### src/rtl/dma_bus_arbiter.sv
// -----------------------------------------------------------------------------
// dma_bus_arbiter
//
// Purpose:
//   Arbitrates the memory bus between the CPU and a DMA engine. A transfer
//   starts with a one-cycle cmd to the DMA engine. It then consists of BURSTS
//   grant episodes. In each episode the engine raises BR and the arbiter
//   answers with BG, once the CPU has no access in flight. The arbiter pulses
//   dma_done after the last episode. It pulses dma_error when the engine fails
//   to request the bus in time, or when it holds the bus too long.
//
// Parameters:
//   BURSTS      grant episodes per transfer (1..15)
//   BR_TIMEOUT  cycles with BR low in WAIT_BR before an error is raised
//   GRANT_MAX   maximum cycles BG may stay high in one episode
//
// Ports:
//   CLK           in   clock, all state changes on the rising edge
//   reset_n       in   asynchronous active-low reset
//   dma_start     in   CPU request to start a transfer (honoured only in IDLE)
//   cpu_bus_busy  in   CPU access in flight; blocks any new grant
//   BR            in   bus request from the DMA engine
//   BG            out  bus grant, registered
//   cmd           out  one-cycle DMA start command, registered
//   cpu_stall     out  CPU must not start new accesses, combinational
//   dma_done      out  one-cycle transfer-complete pulse, registered
//   dma_error     out  one-cycle timeout / overlong-grant pulse, registered
//   grant_count   out  completed grant episodes in the current transfer
//   dbg_state     out  current FSM state encoding, for observation only
//
// Handshake:
//   BR is a level request. BG is raised on the edge that samples BR=1 with
//   cpu_bus_busy=0 in WAIT_BR. BG is held while BR stays high. BG is dropped on
//   the first edge that samples BR=0. An episode completes on that edge.
// -----------------------------------------------------------------------------
module dma_bus_arbiter #(
    parameter int BURSTS     = 3,
    parameter int BR_TIMEOUT = 16,
    parameter int GRANT_MAX  = 8
) (
    input  logic       CLK,
    input  logic       reset_n,
    input  logic       dma_start,
    input  logic       cpu_bus_busy,
    input  logic       BR,
    output logic       BG,
    output logic       cmd,
    output logic       cpu_stall,
    output logic       dma_done,
    output logic       dma_error,
    output logic [3:0] grant_count,
    output logic [2:0] dbg_state
);

    typedef enum logic [2:0] {
        IDLE    = 3'd0,
        ISSUE   = 3'd1,
        WAIT_BR = 3'd2,
        GRANT   = 3'd3,
        DONE    = 3'd4
    } state_e;

    // One timer serves both WAIT_BR (request timeout) and GRANT (grant length).
    // The two uses are never active at the same time.
    localparam int TMAX = (BR_TIMEOUT > GRANT_MAX) ? BR_TIMEOUT : GRANT_MAX;
    localparam int TW   = $clog2(TMAX + 1);

    localparam logic [TW-1:0] BR_LAST    = TW'(BR_TIMEOUT - 1);
    localparam logic [TW-1:0] GRANT_LAST = TW'(GRANT_MAX - 1);
    localparam logic [TW-1:0] TIMER_ONE  = TW'(1);
    localparam logic [3:0]    BURSTS_C   = 4'(BURSTS);

    state_e        state_q, state_d;
    logic [TW-1:0] timer_q, timer_d;
    logic [3:0]    grant_count_q, grant_count_d;
    logic          bg_q, bg_d;
    logic          cmd_q, cmd_d;
    logic          dma_done_q, dma_done_d;
    logic          dma_error_q, dma_error_d;
    logic [3:0]    grant_count_inc;

    assign grant_count_inc = grant_count_q + 4'd1;

    // ------------------------------------------------------------------------
    // Next-state and registered-output logic
    // ------------------------------------------------------------------------
    always_comb begin
        state_d       = state_q;
        timer_d       = timer_q;
        grant_count_d = grant_count_q;
        dma_error_d   = 1'b0;

        unique case (state_q)
            IDLE: begin
                if (dma_start) begin
                    state_d       = ISSUE;
                    grant_count_d = 4'd0;
                end
            end

            ISSUE: begin
                state_d       = WAIT_BR;
                timer_d       = '0;
                grant_count_d = 4'd0;
            end

            WAIT_BR: begin
                if (BR) begin
                    // While the CPU is busy the request waits and the timer
                    // holds. The request is not lost.
                    if (!cpu_bus_busy) begin
                        state_d = GRANT;
                        timer_d = '0;
                    end
                end else if (timer_q == BR_LAST) begin
                    state_d     = IDLE;
                    dma_error_d = 1'b1;
                end else begin
                    timer_d = timer_q + TIMER_ONE;
                end
            end

            GRANT: begin
                // The timer counts completed GRANT cycles. BR low always wins
                // over the length limit, so a release on the last allowed
                // cycle still counts as a normal episode.
                if (!BR) begin
                    timer_d = '0;
                    if (grant_count_q < BURSTS_C) begin
                        grant_count_d = grant_count_inc;
                    end
                    state_d = (grant_count_inc >= BURSTS_C) ? DONE : WAIT_BR;
                end else if (timer_q == GRANT_LAST) begin
                    state_d     = IDLE;
                    dma_error_d = 1'b1;
                end else begin
                    timer_d = timer_q + TIMER_ONE;
                end
            end

            DONE: begin
                state_d = IDLE;
            end

            default: begin
                state_d = IDLE;
            end
        endcase

        // These outputs are decoded from the next state, so each one is high
        // for exactly the cycles spent in its state. They are mutually
        // exclusive with each other and with dma_error, because an error
        // always moves the FSM to IDLE.
        bg_d       = (state_d == GRANT);
        cmd_d      = (state_d == ISSUE);
        dma_done_d = (state_d == DONE);
    end

    // ------------------------------------------------------------------------
    // State and output registers
    // ------------------------------------------------------------------------
    always_ff @(posedge CLK or negedge reset_n) begin
        if (!reset_n) begin
            state_q       <= IDLE;
            timer_q       <= '0;
            grant_count_q <= 4'd0;
            bg_q          <= 1'b0;
            cmd_q         <= 1'b0;
            dma_done_q    <= 1'b0;
            dma_error_q   <= 1'b0;
        end else begin
            state_q       <= state_d;
            timer_q       <= timer_d;
            grant_count_q <= grant_count_d;
            bg_q          <= bg_d;
            cmd_q         <= cmd_d;
            dma_done_q    <= dma_done_d;
            dma_error_q   <= dma_error_d;
        end
    end

    // The CPU is stalled while the DMA owns the bus. It is also stalled as soon
    // as a request is pending in WAIT_BR, so that the CPU's in-flight access
    // can drain and no new access starts.
    assign cpu_stall   = bg_q | ((state_q == WAIT_BR) & BR);

    assign BG          = bg_q;
    assign cmd         = cmd_q;
    assign dma_done    = dma_done_q;
    assign dma_error   = dma_error_q;
    assign grant_count = grant_count_q;
    assign dbg_state   = state_q;

endmodule

### config.mk
export PLATFORM = sky130hd
export DESIGN_NAME = dma_bus_arbiter
export DESIGN_NICKNAME = d
export VERILOG_FILES = /design/src/rtl/dma_bus_arbiter.sv
export SDC_FILE = /design/constraint.sdc
export NUM_CORES = 1
export LEC_CHECK = 0
export BUFFER_PORTS_ARGS = -buffer_cell sky130_fd_sc_hd__buf_2
export CAP_MARGIN = 20
export CORE_MARGIN = 4
export CORE_UTILIZATION = 56
export CTS_CLUSTER_SIZE = 30
export DETAILED_ROUTE_END_ITERATION = 7
export GPL_ROUTABILITY_DRIVEN = 0
export PLACE_DENSITY = 0.81
export RECOVER_POWER = 25
export SYNTH_ARGS = -nofsm -noshare
export SYNTH_HDL_FRONTEND = slang
export SYNTH_SLANG_ARGS = --single-unit
### constraint.sdc
create_clock -name CLK -period 5.15 [get_ports CLK]
set_input_delay 0.7725 -clock CLK [delete_from_list [all_inputs] [get_ports CLK]]
set_output_delay 0.7725 -clock CLK [all_outputs]
set_load 0.01 [all_outputs]
# Word-level counts from Yosys, hierarchy flattened
# Cells that the tools add are included.
# Widths: inputs -> output; s select.
# word_totals
out_inout_bits	12
ram_bits	0
latch_bits	0
n_memories	0
ff_bits	16
inputBits	5
elab_cells	55
romBits	0
# classes
n_shift	0
bitwise	2
magnitude_cmp	2
n_div	0
n_addsub	2
n_eq_ne	14
n_mux	23
mul	0
reduce_logical	5
# op_table
op	count
$mux 5	5
$mux 3	7
$pmux 5 s3	1
$mux 4	3
$pmux 3 s4	1
$pmux 4 s3	1
$eq 3x2->1 const B	3
$ne 3x3->1 const B	3
$reduce_and 4->1	2
$eq 3x1->1 const B	2
$ne 2x2->1 const B	3
$reduce_bool 3->1	2
$add 5x1->5 const B	1
$eq 5x3->1 const B	1
$eq 5x4->1 const B	1
$add 4x1->4 const B	1
$ge 4x2->1 const B	1
$lt 4x2->1 const B	1
$mux 1	4
$eq 3x3->1 const B	1
$logic_not 3->1	1
$pmux 1 s2	1
$and 1x1->1	1
$or 1x1->1	1

# Depth between registers and ports, before layout
# Gate-level depths: netlist of run 1.
# logic_depth
word_depth	6
depth_mapped	7
mapped_depth_nobuf	7

# Worst setup path after synthesis of run 1
# OpenSTA, ideal clock, no wires.
# synth_timing
kind	input -> output
from	input port BR
to	output port cpu_stall
t_required_ns	4.378
path_stages	3
t_arrival_ns	1.136
path_buffers	1
setup_slack_ns	3.241
path_cell_list	buf_6 -> nand2_1 -> o21bai_1
# synth_via
elab_chain_len	2
# synth_rtl
element	line_no	rtl
from (decl)	45	input logic BR,
$and 1x1->1	185	assign cpu_stall = bg_q | ((state_q == WAIT_BR) & BR);
$or 1x1->1	185	
to (decl)	48	output logic cpu_stall,
# No other way between the ends.

# Worst setup path after layout of run 1
# layout_timing
from	register state_q[2], in the netlist dbg_state[2]
to	output port cpu_stall
# layout_via
elab_chain_len	3
# layout_rtl
element	line_no	rtl
from (decl)	73	state_e state_q, state_d;
from (signal assigned)	172	state_q <= state_d;
$eq 3x2->1	185	
$and 1x1->1	185	
$or 1x1->1	185	
# No other way between the ends.

==> parameters.txt, run 1 <==
Parameter                              Value

STA
  Worst Max-Slew Pin Slew ... 0.813 ns
  RSZ-0062 raised after global routing ... no
  Final-report setup violation count ... 0
  Final clock skew ... 0.000948 ns
  Hold Vio Cnt, Final ... 0
  Final cycle utilization of the critical path ... 43.1%
  Post-route minimum period ... 2.22 ns
  Max-slew violations ... 0
  Setup_tns ... 0 ns
  Hold Slack ... 0.521 ns
  Worst-case headroom to the max-slew limit ... 45.8%
  Max frequency ... 451 MHz

Routing
  1st-iter DRT viols ... 15
  DRT Wirelength ... 1.77 mm
  DR WL/cell ... 14.8 um
  Remaining antenna violation count ... 0
  Per-cell via count in the routed design ... 5.88
  Number of iterations in the first detailed-routing pass ... 4
  Number of vias after detailed routing ... 705
  DRC errors left ... 0

Yosys
  Number of flip-flops and latches in the synthesized netlist ... 16
  Most used flip-flop cell after synthesis ... dfrtp_1
  Post-Syn Area ... 883 um^2
  Post-synth EDFFs ... 0
  Number of nets in the synthesized netlist ... 95
  Top post-synthesis cells by count ... dfrtp_1 (16), nand2_1 (7), nor2_1 (7)
  Number of standard cells after synthesis ... 86
  Mean cell area of the mapped netlist ... 10.3 um^2
  Yosys warning count ... 0
  Sequential area share after synthesis ... 45.3%
  Post-synthesis cell type with the largest combined area ... dfrtp_1
  Most common cell in the synthesized netlist ... dfrtp_1
  Largest cells by area after synthesis ... dfrtp_1 (45%), ha_1 (5.7%), mux2i_1 (4.5%), a21oi_1 (3.4%), nand2_1 (3.0%)
  Post-synth ARST share ... 100%
  Top cell type's share of synthesized area ... 45.3%
  Synth cell types ... 35

Power and ir drop
  Design internal power ... 0.283 mW
  Switch Pwr ... 0.191 mW
  Maximum ir drop on the vdd rail ... 0.276 mV
  Sw Ratio ... 40.3%
  Total power ... 0.474 mW
  Clk network pwr share ... 17.3%
  Sequential share of power ... 43.2%
  Pwr/cell area ... 473 mW/mm^2
  Pleak ... 0.496 nW
  Gate power share ... 39.5%

Layout
  Diodes inserted ... 0
  Net count reported at finish ... 114
  # fillers ... 113
  Area growth from synthesis to final layout ... 13.6%
  Share of layout cells above drive strength 1 ... 24.0%
  Share of the core filled with cells ... 66.6%

GRT
  Initial antenna violation count ... 0
  Congestion Overflow GR ... 0
  Overall routing resource usage ... 16.4%
  Global-route wire length before repair ... 2.62 mm
  Pin count of the biggest net entering global routing ... 17
  Number of global-route vias before repair ... 618

Clock network
  CTS tree ... built
  Buffer cell driving the clock tree root ... clkbuf_4
  Hold-fix buffer count after cts ... 0
  Post-CTS repair timing setup buffer count ... 0
  Longest Clk Path Bufs ... 2
  Count of clock tree sinks ... 16
  Cts bufs inserted ... 3
  Reg clk slew, reported paths ... 0.09 ns
  Total number of H-tree levels ... 1
  Clk Latency, worst-skew pair ... 0.28 ns
  Post_cts resized ... 0

Floorplanning
  Die area ... 0.00228 mm^2
  Horizontal die dimension ... 47.7 um
  Total number of placement rows ... 14
  I/O pin total ... 17
  Die outline height ... 47.7 um
  Effective utilization at floorplan ... 58.6%
  Core Region ... 0.00151 mm^2

Setup path
  Critical Path Max Stage Delay ... 0.50 ns
  Worst Setup Start Kind ... flip-flop
  Kind of end point of the critical path ... output port
  Ordered cell list for the critical path ... and2b_2 -> nand2_1 -> o21bai_1 -> buf_2
  Req. time, crit path ... 4.38 ns
  Setup CP Type ... flip-flop to output port
  Crit path buf inv count ... 1
  Critical Path AT ... 1.45 ns
  Family with the most delay on the worst path ... flip-flops
  Critical path's slowest cell ... dfrtp_1
  Largest fanout on the critical path ... 9

Job
  Number of max-capacitance violations reported ... 0

Placement
  Final HPWL DP ... 1.29 mm
  Count of buffers inserted at the top-level ports ... 16

Run status
  Run status ... finished, final reports clean

Worst hold path
  Tightest Hold Check Type ... flip-flop to flip-flop
-- layer usage --
metal / vias up / wire length, um / GRT usage, %
met5: - / 0 / 0
met4: 0 / 27 / 9.68
met2: 23 / 814 / 24.0
met1: 333 / 833 / 22.7
met3: 4 / 96 / 2.63
li1: 345 / - / -
-- kinds of logic (layout without fill, tap and decap cells) --
family | count (synthesis) | after routing | synth area share, %
and+or+nand+nor | 37 | 37 | 24.9
AOI/OAI and AO/OA | 17 | 17 | 15.3
DFF | 16 | 16 | 45.3
buffers and inverters | 8 | 26 | 4.25
adders and majority gates | 4 | 4 | 5.67
muxes | 4 | 4 | 4.53
-- power groups by stage --
| stage | Sequential (mW) | Combinational [mW] | Clock, mW |
|---|---|---|---|
| after global routing | 0.210 | 0.207 | 0.0874 |
| after CTS | 0.203 | 0.188 | 0.0839 |
| final | 0.205 | 0.187 | 0.0819 |
| after global placement | 0.201 | 0.181 | 0 |
| after floorplan | 0.198 | 0.136 | 0 |
| after detailed placement | 0.205 | 0.187 | 0 |
-- cell usage in the layout, fill, tap and decap left out, types with 2 or more instances in the layout --
| master | Yosys | final |
|---|---|---|
| a21oi_1 | 6 | 6 |
| nor2b_1 | 2 | 2 |
| and3_1 | 2 | 2 |
| nor2_1 | 7 | 7 |
| clkbuf_4 | 0 | 3 |
| mux2i_1 | 4 | 4 |
| nand2b_1 | 2 | 2 |
| nand3b_1 | 2 | 2 |
| buf_2 | 0 | 15 |
| dfrtp_1 | 16 | 16 |
| ha_1 | 4 | 4 |
| nand2_1 | 7 | 7 |
| o22ai_1 | 2 | 2 |
| nand3_1 | 2 | 2 |
| or2_1 | 2 | 2 |
| nor3_1 | 2 | 2 |
| inv_1 | 6 | 6 |
-- sequential cells by signal, summed over array words and instances (netlist names) --
name,cells
timer_q,5
grant_count,4
dbg_state,3
BG,1
cmd,1
dma_done,1
dma_error,1
-- final timing paths --
path	start	to	slack [ns]	cells after the start
max reg2reg	timer_q[0]	timer_q[4]	3.23	7
max in group asynchronous	reset_n	timer_q[1]	4.10	1
min reg2reg	timer_q[0]	timer_q[0]	0.52	1
max	dbg_state[2]	cpu_stall	2.93	4
min in group asynchronous	reset_n	dma_done	0.54	1
min	timer_q[0]	timer_q[0]	0.52	1
-- cell type report --
| class | instances | area [um^2] | share of cell area (%) |
|---|---|---|---|
| multi-input combinational | 62 | 445 | 44.4 |
| timing repair buffer | 16 | 78.8 | 7.86 |
| clock buffer | 4 | 36.3 | 3.62 |
| inverter | 6 | 22.5 | 2.24 |
| tap | 16 | 20.0 | 2.00 |
| sequential | 16 | 400 | 39.9 |
-- through the flow --
stage / cell area, um^2 / worst slack, ns / instances
floorplan: 883 / 3.24 / 86
global placement: 968 / 3.08 / 116
detailed placement: 968 / 3.08 / 116
CTS: 1000 / 2.97 / 120
global route: 1000 / 2.88 / 120
finish: 1000 / 2.93 / 120
(Power assumes the default switching activity.)
==> run 2, diff against run 1 <==
--- a/config.mk
+++ b/config.mk
@@ -5,14 +5,15 @@
 export SDC_FILE = /design/constraint.sdc
 export NUM_CORES = 1
 export LEC_CHECK = 0
+export ABC_AREA = 1
 export BUFFER_PORTS_ARGS = -buffer_cell sky130_fd_sc_hd__buf_2
 export CAP_MARGIN = 20
 export CORE_MARGIN = 4
-export CORE_UTILIZATION = 56
+export CORE_UTILIZATION = 54
 export CTS_CLUSTER_SIZE = 30
 export DETAILED_ROUTE_END_ITERATION = 7
 export GPL_ROUTABILITY_DRIVEN = 0
-export PLACE_DENSITY = 0.81
+export PLACE_DENSITY = 0.77
 export RECOVER_POWER = 25
 export SYNTH_ARGS = -nofsm -noshare
 export SYNTH_HDL_FRONTEND = slang
==> constraint.sdc (replaced) <==
create_clock -name CLK -period 2.2 [get_ports CLK]
set_input_delay 0.33 -clock CLK [delete_from_list [all_inputs] [get_ports CLK]]
set_output_delay 0.33 -clock CLK [all_outputs]
set_load 0.01 [all_outputs]
==> run 2 against run 1 <==
Clock skew is 0.0031 ns higher. Clock power is 150% higher. Sequential power increased by 100%. Synthesized cell count increased by 52%. Non-clock buffer count rose by 1. Area after synthesis up 11%. Count of clock-buffer cells in the layout did not move. Final area increased by 12%. Cell count up 47%. Power rose by 140%.
==> parameters.txt, run 2 <==
Parameter                              Value

Power and ir drop
  Gate power share ... 46.3%
  Design internal power ... 0.628 mW
  Sequential share of power ... 36.1%
  Pwr/cell area ... 1010 mW/mm^2
  Maximum ir drop on the vdd rail ... 0.614 mV
  Switch Pwr ... 0.510 mW
  Clk network pwr share ... 17.7%
  Sw Ratio ... 44.8%
  Pleak ... 0.631 nW

Routing
  Number of iterations in the first detailed-routing pass ... 4
  DR WL/cell ... 11.6 um
  DRC errors left ... 0
  1st-iter DRT viols ... 19
  Number of vias after detailed routing ... 896
  Per-cell via count in the routed design ... 5.09
  DRT Wirelength ... 2.04 mm
  Remaining antenna violation count ... 0

Setup path
  Setup CP Type ... flip-flop to flip-flop
  Register-to-register setup slack ... 0.45 ns
  Req. time, crit path ... 2.39 ns
  Critical Path Start ... timer_q[0]
  Reg2reg end ... timer_q[4]
  Kind of end point of the critical path ... flip-flop
  Critical path's slowest cell ... dfrtp_1
  Worst r2r path cells ... 10
  Family with the most delay on the worst path ... simple AND/OR/NAND/NOR gates
  Critical Path Max Stage Delay ... 0.43 ns
  Logic depth of the worst path, buffers included ... 10
  Worst Setup Start Kind ... flip-flop
  Critical Path AT ... 1.93 ns
  Crit path buf inv count ... 1
  Ordered cell list for the critical path ... ha_1 -> nand2_1 -> nor2_1 -> ha_1 -> inv_1 -> nor2_1 -> o21ai_2 -> nand2_2 -> nand2_1 -> nand2_1
  Largest fanout on the critical path ... 6
  Most frequent cell on the critical path ... nand2_1
  FF-to-FF Start ... timer_q[0]
  Crit path capture ... timer_q[4]

Layout
  Net count reported at finish ... 161
  Share of layout cells above drive strength 1 ... 23.8%
  Top reg by flops ... timer_q
  Max reg flops ... 5
  Most frequent cells in the layout ... nand2_1 (33), nand3_1 (18), dfrtp_1 (16), inv_1 (16), buf_2 (15)
  Area growth from synthesis to final layout ... 15.2%
  Diodes inserted ... 0
  Share of the core filled with cells ... 65.4%
  # fillers ... 155
  Commonest non-fill, non-tap cell in the layout ... nand2_1

Placement
  Minimum setup slack after placement ... 0.517 ns
  Final HPWL DP ... 1.50 mm
  Count of buffers inserted at the top-level ports ... 16

STA
  Max frequency ... 573 MHz
  Max-slew violations ... 0
  Final critical-path setup slack ... 0.455 ns
  Post-route minimum period ... 1.75 ns
  RSZ-0062 raised after global routing ... no
  Worst Max-Slew Pin Slew ... 0.894 ns
  Setup_tns ... 0 ns
  Final clock skew ... 0.00405 ns
  Worst-case headroom to the max-slew limit ... 40.4%
  Hold Vio Cnt, Final ... 0
  Final cycle utilization of the critical path ... 79.3%
  Final-report setup violation count ... 0
  Hold Slack ... 0.315 ns

GRT
  Initial antenna violation count ... 0
  Pin count of the biggest net entering global routing ... 17
  Overall routing resource usage ... 18.7%
  Global-route wire length before repair ... 3.60 mm
  Number of global-route vias before repair ... 836
  Congestion Overflow GR ... 0

Floorplanning
  Total number of placement rows ... 15
  Effective utilization at floorplan ... 56.7%
  Core Region ... 0.00173 mm^2
  I/O pin total ... 17
  Die outline height ... 50.6 um
  Die area ... 0.00256 mm^2
  Horizontal die dimension ... 50.6 um

Clock network
  Longest Clk Path Bufs ... 2
  Post_cts resized ... 0
  Cts bufs inserted ... 3
  Total number of H-tree levels ... 1
  Reg clk slew, reported paths ... 0.10 ns
  Clk Latency, worst-skew pair ... 0.29 ns
  CTS tree ... built
  Buffer cell driving the clock tree root ... clkbuf_4
  Count of clock tree sinks ... 16

Job
  Number of max-capacitance violations reported ... 0

Run status
  Run status ... finished, final reports clean

Worst hold path
  Tightest Hold Check Type ... input pin to flip-flop

Yosys
  Post-synth EDFFs ... 0
  Post-Syn Area ... 980 um^2
  Post-synth ARST share ... 100%
  Post-synthesis cell type with the largest combined area ... dfrtp_1
  Number of standard cells after synthesis ... 131
  Yosys warning count ... 0
  Largest cells by area after synthesis ... dfrtp_1 (41%), nand2_1 (13%), nand3_1 (9.2%), inv_1 (6.1%), ha_1 (5.1%)
  Synth cell types ... 21
  Sequential area share after synthesis ... 40.9%
  Most common cell in the synthesized netlist ... nand2_1
  Top cell type's share of synthesized area ... 40.9%
  Number of nets in the synthesized netlist ... 140
  Mean cell area of the mapped netlist ... 7.48 um^2
  Most used flip-flop cell after synthesis ... dfrtp_1
  Number of flip-flops and latches in the synthesized netlist ... 16
  Top post-synthesis cells by count ... nand2_1 (33), nand3_1 (18), dfrtp_1 (16), inv_1 (16), nor2_1 (12)
run 2: cell count changes after synthesis, sizes merged, moves of 6 or more:
cell	change
a21oi	-6
inv	+15
nand2	+31
nand3	+17
nor2	+8
o21ai	+6
run 2: how the worst min path moves through the flow:
stage          endpoint      start  depth (start not counted)  slack (ns)
6_report            cmd  dma_start                          3        0.32
5_1_grt             cmd  dma_start                          3        0.33
3_5_place_dp        cmd    reset_n                          1        0.27
3_3_place_gp         BG    reset_n                          1        0.27
2_1_floorplan        BG    reset_n                          0        0.03
4_1_cts             cmd  dma_start                          3        0.31
run 2: per-layer routing:
metal / routed length (um) / track usage [%] / vias up
li1: - / - / 455
met1: 945 / 23.6 / 415
met2: 965 / 30.2 / 20
met3: 86 / 3.86 / 6
met4: 41 / 9.42 / 0
met5: 0 / 0 / -
run 2: per-stage QoR:
stage          cell area [um^2]  cells  power [mW]
2_1_floorplan               980    131       0.800
3_3_place_gp               1080    171       0.930
3_5_place_dp               1080    171       0.940
4_1_cts                    1130    176        1.14
5_1_grt                    1130    176        1.24
6_report                   1130    176        1.14
run 2: cell families (layout without fill, tap and decap cells):
logic type | count (synthesis) | after routing | synth area share [%]
AO/OA/AOI/OAI | 10 | 10 | 7.02
XOR/XNOR | 2 | 2 | 1.79
adder cells (fa/ha/maj) | 4 | 4 | 5.11
buffers and inverters | 22 | 42 | 8.81
flip-flops | 16 | 16 | 40.9
AND/OR/NAND/NOR | 77 | 77 | 36.4
run 2: cell type report:
class	instances	area (um^2)	share of cell area, %
Tap cell	25	31.3	2.77
Clock buffer	4	36.3	3.22
Inverter	21	78.8	6.98
Multi-Input combinational cell	93	493	43.7
Timing Repair Buffer	17	88.8	7.87
Sequential cell	16	400	35.5
run 2: worst reg2reg max path, stage by stage (launching register included):
cell and delay [ns]:
dfrtp_1 0.43, ha_1 0.24, nand2_1 0.08, nor2_1 0.05, ha_1 0.16, inv_1 0.05
nor2_1 0.06, o21ai_2 0.29, nand2_2 0.14, nand2_1 0.08, nand2_1 0.05
run 2: repair_timing:
action,CTS,global route
endpoints found under the hold margin,16,0
buffers inserted,0,0
hold buffers,1,0
run 2: power by group through the flow:
stage,Clock [mW],Sequential (mW),Combinational [mW]
5_1_grt,0.223,0.420,0.598
6_report,0.201,0.410,0.527
4_1_cts,0.204,0.410,0.529
2_1_floorplan,0,0.427,0.373
3_5_place_dp,0,0.414,0.525
3_3_place_gp,0,0.415,0.515
